===== src/rtl/xor_out_reg.sv =====
// One-deep valid/ready register slice carrying a payload word and its last flag.
//   clk, rst   : clock, synchronous active-high reset
//   load       : capture load_data/load_last (caller guarantees space=1)
//   load_data  : word to capture
//   load_last  : last flag to capture with the word
//   mark_last  : set the last flag on the word currently held (stalled)
//   m_valid    : held word valid
//   m_ready    : downstream accept
//   m_data     : held word
//   m_last     : held word is the final payload word of its frame
//   space      : slot empty or draining this cycle
module xor_out_reg #(
    parameter int W = 16
) (
    input  logic         clk,
    input  logic         rst,
    input  logic         load,
    input  logic [W-1:0] load_data,
    input  logic         load_last,
    input  logic         mark_last,
    output logic         m_valid,
    input  logic         m_ready,
    output logic [W-1:0] m_data,
    output logic         m_last,
    output logic         space
);

    assign space = !m_valid || m_ready;

    always_ff @(posedge clk) begin
        if (rst) begin
            m_valid <= 1'b0;
            m_data  <= '0;
            m_last  <= 1'b0;
        end else if (load) begin
            m_valid <= 1'b1;
            m_data  <= load_data;
            m_last  <= load_last;
        end else if (m_ready) begin
            m_valid <= 1'b0;
            m_last  <= 1'b0;
        end else if (mark_last && m_valid) begin
            m_last  <= 1'b1;
        end
    end

endmodule


===== config.mk =====
export PLATFORM = sky130hd
export DESIGN_NAME = xor_out_reg
export DESIGN_NICKNAME = d
export VERILOG_FILES = /design/src/rtl/xor_out_reg.sv
export SDC_FILE = /design/constraint.sdc
export NUM_CORES = 1
export LEC_CHECK = 0
export ABC_CLOCK_PERIOD_IN_PS = 2750
export CAP_MARGIN = 20
export CORE_AREA = 4 4 52 54
export CTS_CLUSTER_DIAMETER = 150
export DETAILED_ROUTE_END_ITERATION = 12
export DIE_AREA = 0 0 56 58
export PLACE_DENSITY = 0.64
export RECOVER_POWER = 50
export SYNTH_ARGS = -nofsm -noshare
export SYNTH_HDL_FRONTEND = slang
export SYNTH_SLANG_ARGS = --single-unit

===== constraint.sdc =====
create_clock -name clk -period 2.75 [get_ports clk]
set_input_delay 0.6875 -clock clk [delete_from_list [all_inputs] [get_ports clk]]
set_output_delay 0.6875 -clock clk [all_outputs]
set_load 0.02 [all_outputs]

=== Word-level counts from Yosys, hierarchy flattened ===
Cells that the tools add are included.
Widths: inputs -> output; s select.

* Word-level logic and storage cells: 13
* Output and inout port bits: 19
* Bits in registers: 18
* Bits of input ports: 22

* Reductions and logical operators: 5
* Muxes and demuxes: 5

{| class="wikitable"
|+ Operators with widths
! kind !! number
|-
| $mux 1 || 5
|-
| $reduce_bool 3->1 || 1
|-
| $reduce_bool 2->1 || 1
|-
| $logic_and 1x1->1 || 1
|-
| $logic_not 1->1 || 1
|-
| $logic_or 1x1->1 || 1
|}

=== Depth between registers and ports, before layout ===
* Depth after elaboration: 4
* Mapped depth: 4
* Depth with buffers taken out: 2

=== Worst setup path before layout ===
No wires, ideal clock.

* Path type: in2out
* Start point: in m_ready
* End point: out space
* Setup slack: 1.151 ns
* Data required time: 2.062 ns
* Stages: 1
* Buffers on the path: 0
* Arrival time: 0.911 ns
* Cells stage by stage: nand2b_1

* Word-level cells in the longest chain between the ends: 1

{| class="wikitable"
|+ RTL lines
! item !! RTL line !! RTL
|-
| start, declared || 22 || <nowiki>input logic m_ready,</nowiki>
|-
| $logic_or 1x1->1 || 28 || <nowiki>assign space = !m_valid || m_ready;</nowiki>
|-
| end, declared || 25 || <nowiki>output logic space</nowiki>
|}

No other way between the ends.

=== Worst setup path after layout ===
Ends and elaborated chain as after synthesis.

==> impl_metrics.py <==
metrics = {
    "worst_setup_path": {
        "required_ns": 2.06,
        "worstSetupStartpointType": "primary input",
        "critPathLaunch": "m_ready",
        "reg2reg_to": "m_last",
        "rr_worst_depth": 2,
        "path_common_cell": "clkdlybuf4s50_1",
        "cp_slowest_stage_delay_ns": 0.61,
        "endpoint_kind": "output pin",
        "worstPathCellList": "clkdlybuf4s50_1 > nand2b_1 > clkdlybuf4s50_1",
        "rrSetupSlack_ns": 2.06,
        "cpMaxStageDelayCell": "clkdlybuf4s50_1",
        "r2r_start": "m_valid",
        "path_max_fanout": 2,
        "cp-endpoint": "space",
        "worstSetupPathType": "primary input to output pin",
        "cp.arrival_ns": 1.92,
    },
    "timing": {
        "period_needed_ns": 2.60,
        "setup_viol": 0,
        "setup_ws_ns": 0.147,
        "tns_ns": 0,
        "final-hold-violation-count": 0,
        "slew_viol_final": 0,
        "relSlewSlack_pct": 40.7,
        "tightestPinTransition_ns": 0.889,
        "rsz0062_at_grt": "no",
        "finClkSkew_ns": 0.0000190,
        "fmax_mhz": 384,
        "period_share_pct": 94.6,
    },
    "route": {
        "totalWireLength_mm": 1.69,
        "num_vias": 575,
        "drt_iter0_drc": 5,
        "via_per_inst": 4.39,
        "wl_per_cell_um": 12.9,
        "drtPass1Iterations": 4,
        "ant_nets": 0,
        "drcViolationCount": 0,
    },
    "pwr": {
        "ir_drop_v": 0.000358,
        "p_leak_uw": 0.000466,
        "power_density_nw_per_um2": 509,
    },
    "clock_network": {
        "post_cts_resized": 0,
        "postCtsSetupBuffers": 0,
        "clockRootBuffer": "clkbuf_4",
        "cts_sinks": 18,
        "clk-insertion-delay-late_ns": 0.29,
        "clock_path_buffers": 2,
        "cts_tree": "yes",
        "cts_htree_levels": 1,
        "holdBufCountCts": 0,
        "cts_made_buffers": 3,
        "clkTransAtPathRegs_ns": 0.09,
    },
    "synthesis": {
        "synth_nets": 83,
        "syn_inst": 61,
        "synth_common_cells": "dfxtp_1, mux2i_1, nor2_1",
        "async_flop_share_pct": 0,
        "ys_warn_count": 0,
        "synth_enable_flop_cells": 0,
        "ys_ff_latch": 18,
        "yosysMostFrequentCell": "dfxtp_1",
        "yosys-top-cells-area": "dfxtp_1, mux2i_1, nor2_1",
        "syn_avg_cell_area_um2": 10.7,
        "synth_seq_area_share_pct": 55.0,
        "synth-main-ff-cell": "dfxtp_1",
        "yosysTopAreaCellShare_pct": 55.0,
        "yosysUniqueCellTypes": 11,
        "synth_area_um2": 656,
        "yosysTopAreaCell": "dfxtp_1",
    },
    "grt": {
        "track_usage_pct": 11.0,
        "grt_max_degree": 15,
        "antenna_found_initial": 0,
        "grt_pass1_wl_mm": 2.68,
        "grt_pass1_vias": 603,
        "globalRoute.totalOverflow": 0,
    },
    "layout": {
        "filler_cell_count": 231,
        "drive_above_1_share_pct": 5.83,
        "regArea_um2": 360,
        "num_antenna_cells": 0,
        "design_area_um2": 1110,
        "area_delta_synth_final_pct": 68.7,
        "nets": 126,
        "final_cells": 131,
        "multi_input_area_um2": 259,
    },
    "placed_design": {
        "dpl.hpwl_mm": 1.31,
        "dpl_cell_area_um2": 1070,
        "gp_congestion": 0.722,
        "port_buffers": 40,
        "dpl.cell_count": 127,
        "place_ws_ns": 0.149,
    },
    "floorplanning": {
        "io_pins": 41,
        "coreArea_um2": 2210,
        "die_h_um": 58,
        "die_x_um": 56,
        "rows": 17,
        "design.die.area_um2": 3250,
        "start_util_pct": 29.6,
    },
    "job": {
        "drv_cap": 0,
    },
    "min_path": {
        "hp-class": "flop to flop",
        "holdPathStages": 2,
    },
    "status": {
        "outcome": "finished clean",
    },
}
worst max-delay path, delay by kind of cell:
kind                   cells  cell delay, ns
buffers and inverters      2            1.09
and+or+nand+nor            1            0.14
power breakdown:
group	switching, uW	internal, uW
Clock	79.1	80.7
Combinational	50.7	69.0
Sequential	7.62	276
area by class of cell:
type / count / area share, %
sequential: 18 / 32.6
timing repair buffer: 42 / 37.2
inverter: 1 / 0.339
tap: 28 / 3.17
clock buffer: 4 / 3.28
multi-input combinational: 38 / 23.4
cells in the final DEF, fill, tap and decap left out, types with 2 or more instances in the layout:
master,Yosys,final
a21oi_1,2,2
clkbuf_4,0,3
clkdlybuf4s50_1,0,39
dfxtp_1,18,18
mux2i_1,16,16
nor2_1,16,16
flip-flops by register name (all words and copies together) (netlist names):
signal and count:
m_valid 1, m_last 1, m_data 16
worst min path at each step:
stage	startpoint	to	slack [ns]
after floorplan	m_data[10]	m_data[10]	0.58
after global placement	m_data[14]	m_data[14]	0.47
after detailed placement	m_data[9]	m_data[9]	0.48
after CTS	m_data[12]	m_data[12]	0.51
after global routing	m_data[12]	m_data[12]	0.55
final	m_data[12]	m_data[12]	0.50
cell families after synthesis:
| kind of cell | count (synthesis) | share of synthesized area (%) |
|---|---|---|
| compound gates | 3 | 3.43 |
| simple gates | 19 | 11.6 |
| buf+inv | 5 | 5.53 |
| flops | 18 | 55.0 |
| mux | 16 | 24.4 |
stage by stage:
step	power, uW	util (%)	hold slack [ns]
final	563	50.0	0.499
after global routing	597	50.0	0.547
after CTS	578	50.2	0.512
after detailed placement	412	48.5	0.485
after global placement	410	48.5	0.472
after floorplan	345	-	0.583
metal layers:
metal | part of all wire [%] | vias up | GRT usage (%) | routed length, um
li1 | - | 283 | - | -
met1 | 37 | 257 | 10.7 | 619
met2 | 47 | 30 | 18.0 | 798
met3 | 13 | 5 | 6.46 | 227
met4 | 2.8 | 0 | 7.12 | 47
met5 | 0 | - | 0 | 0
(Power assumes the default switching activity.)
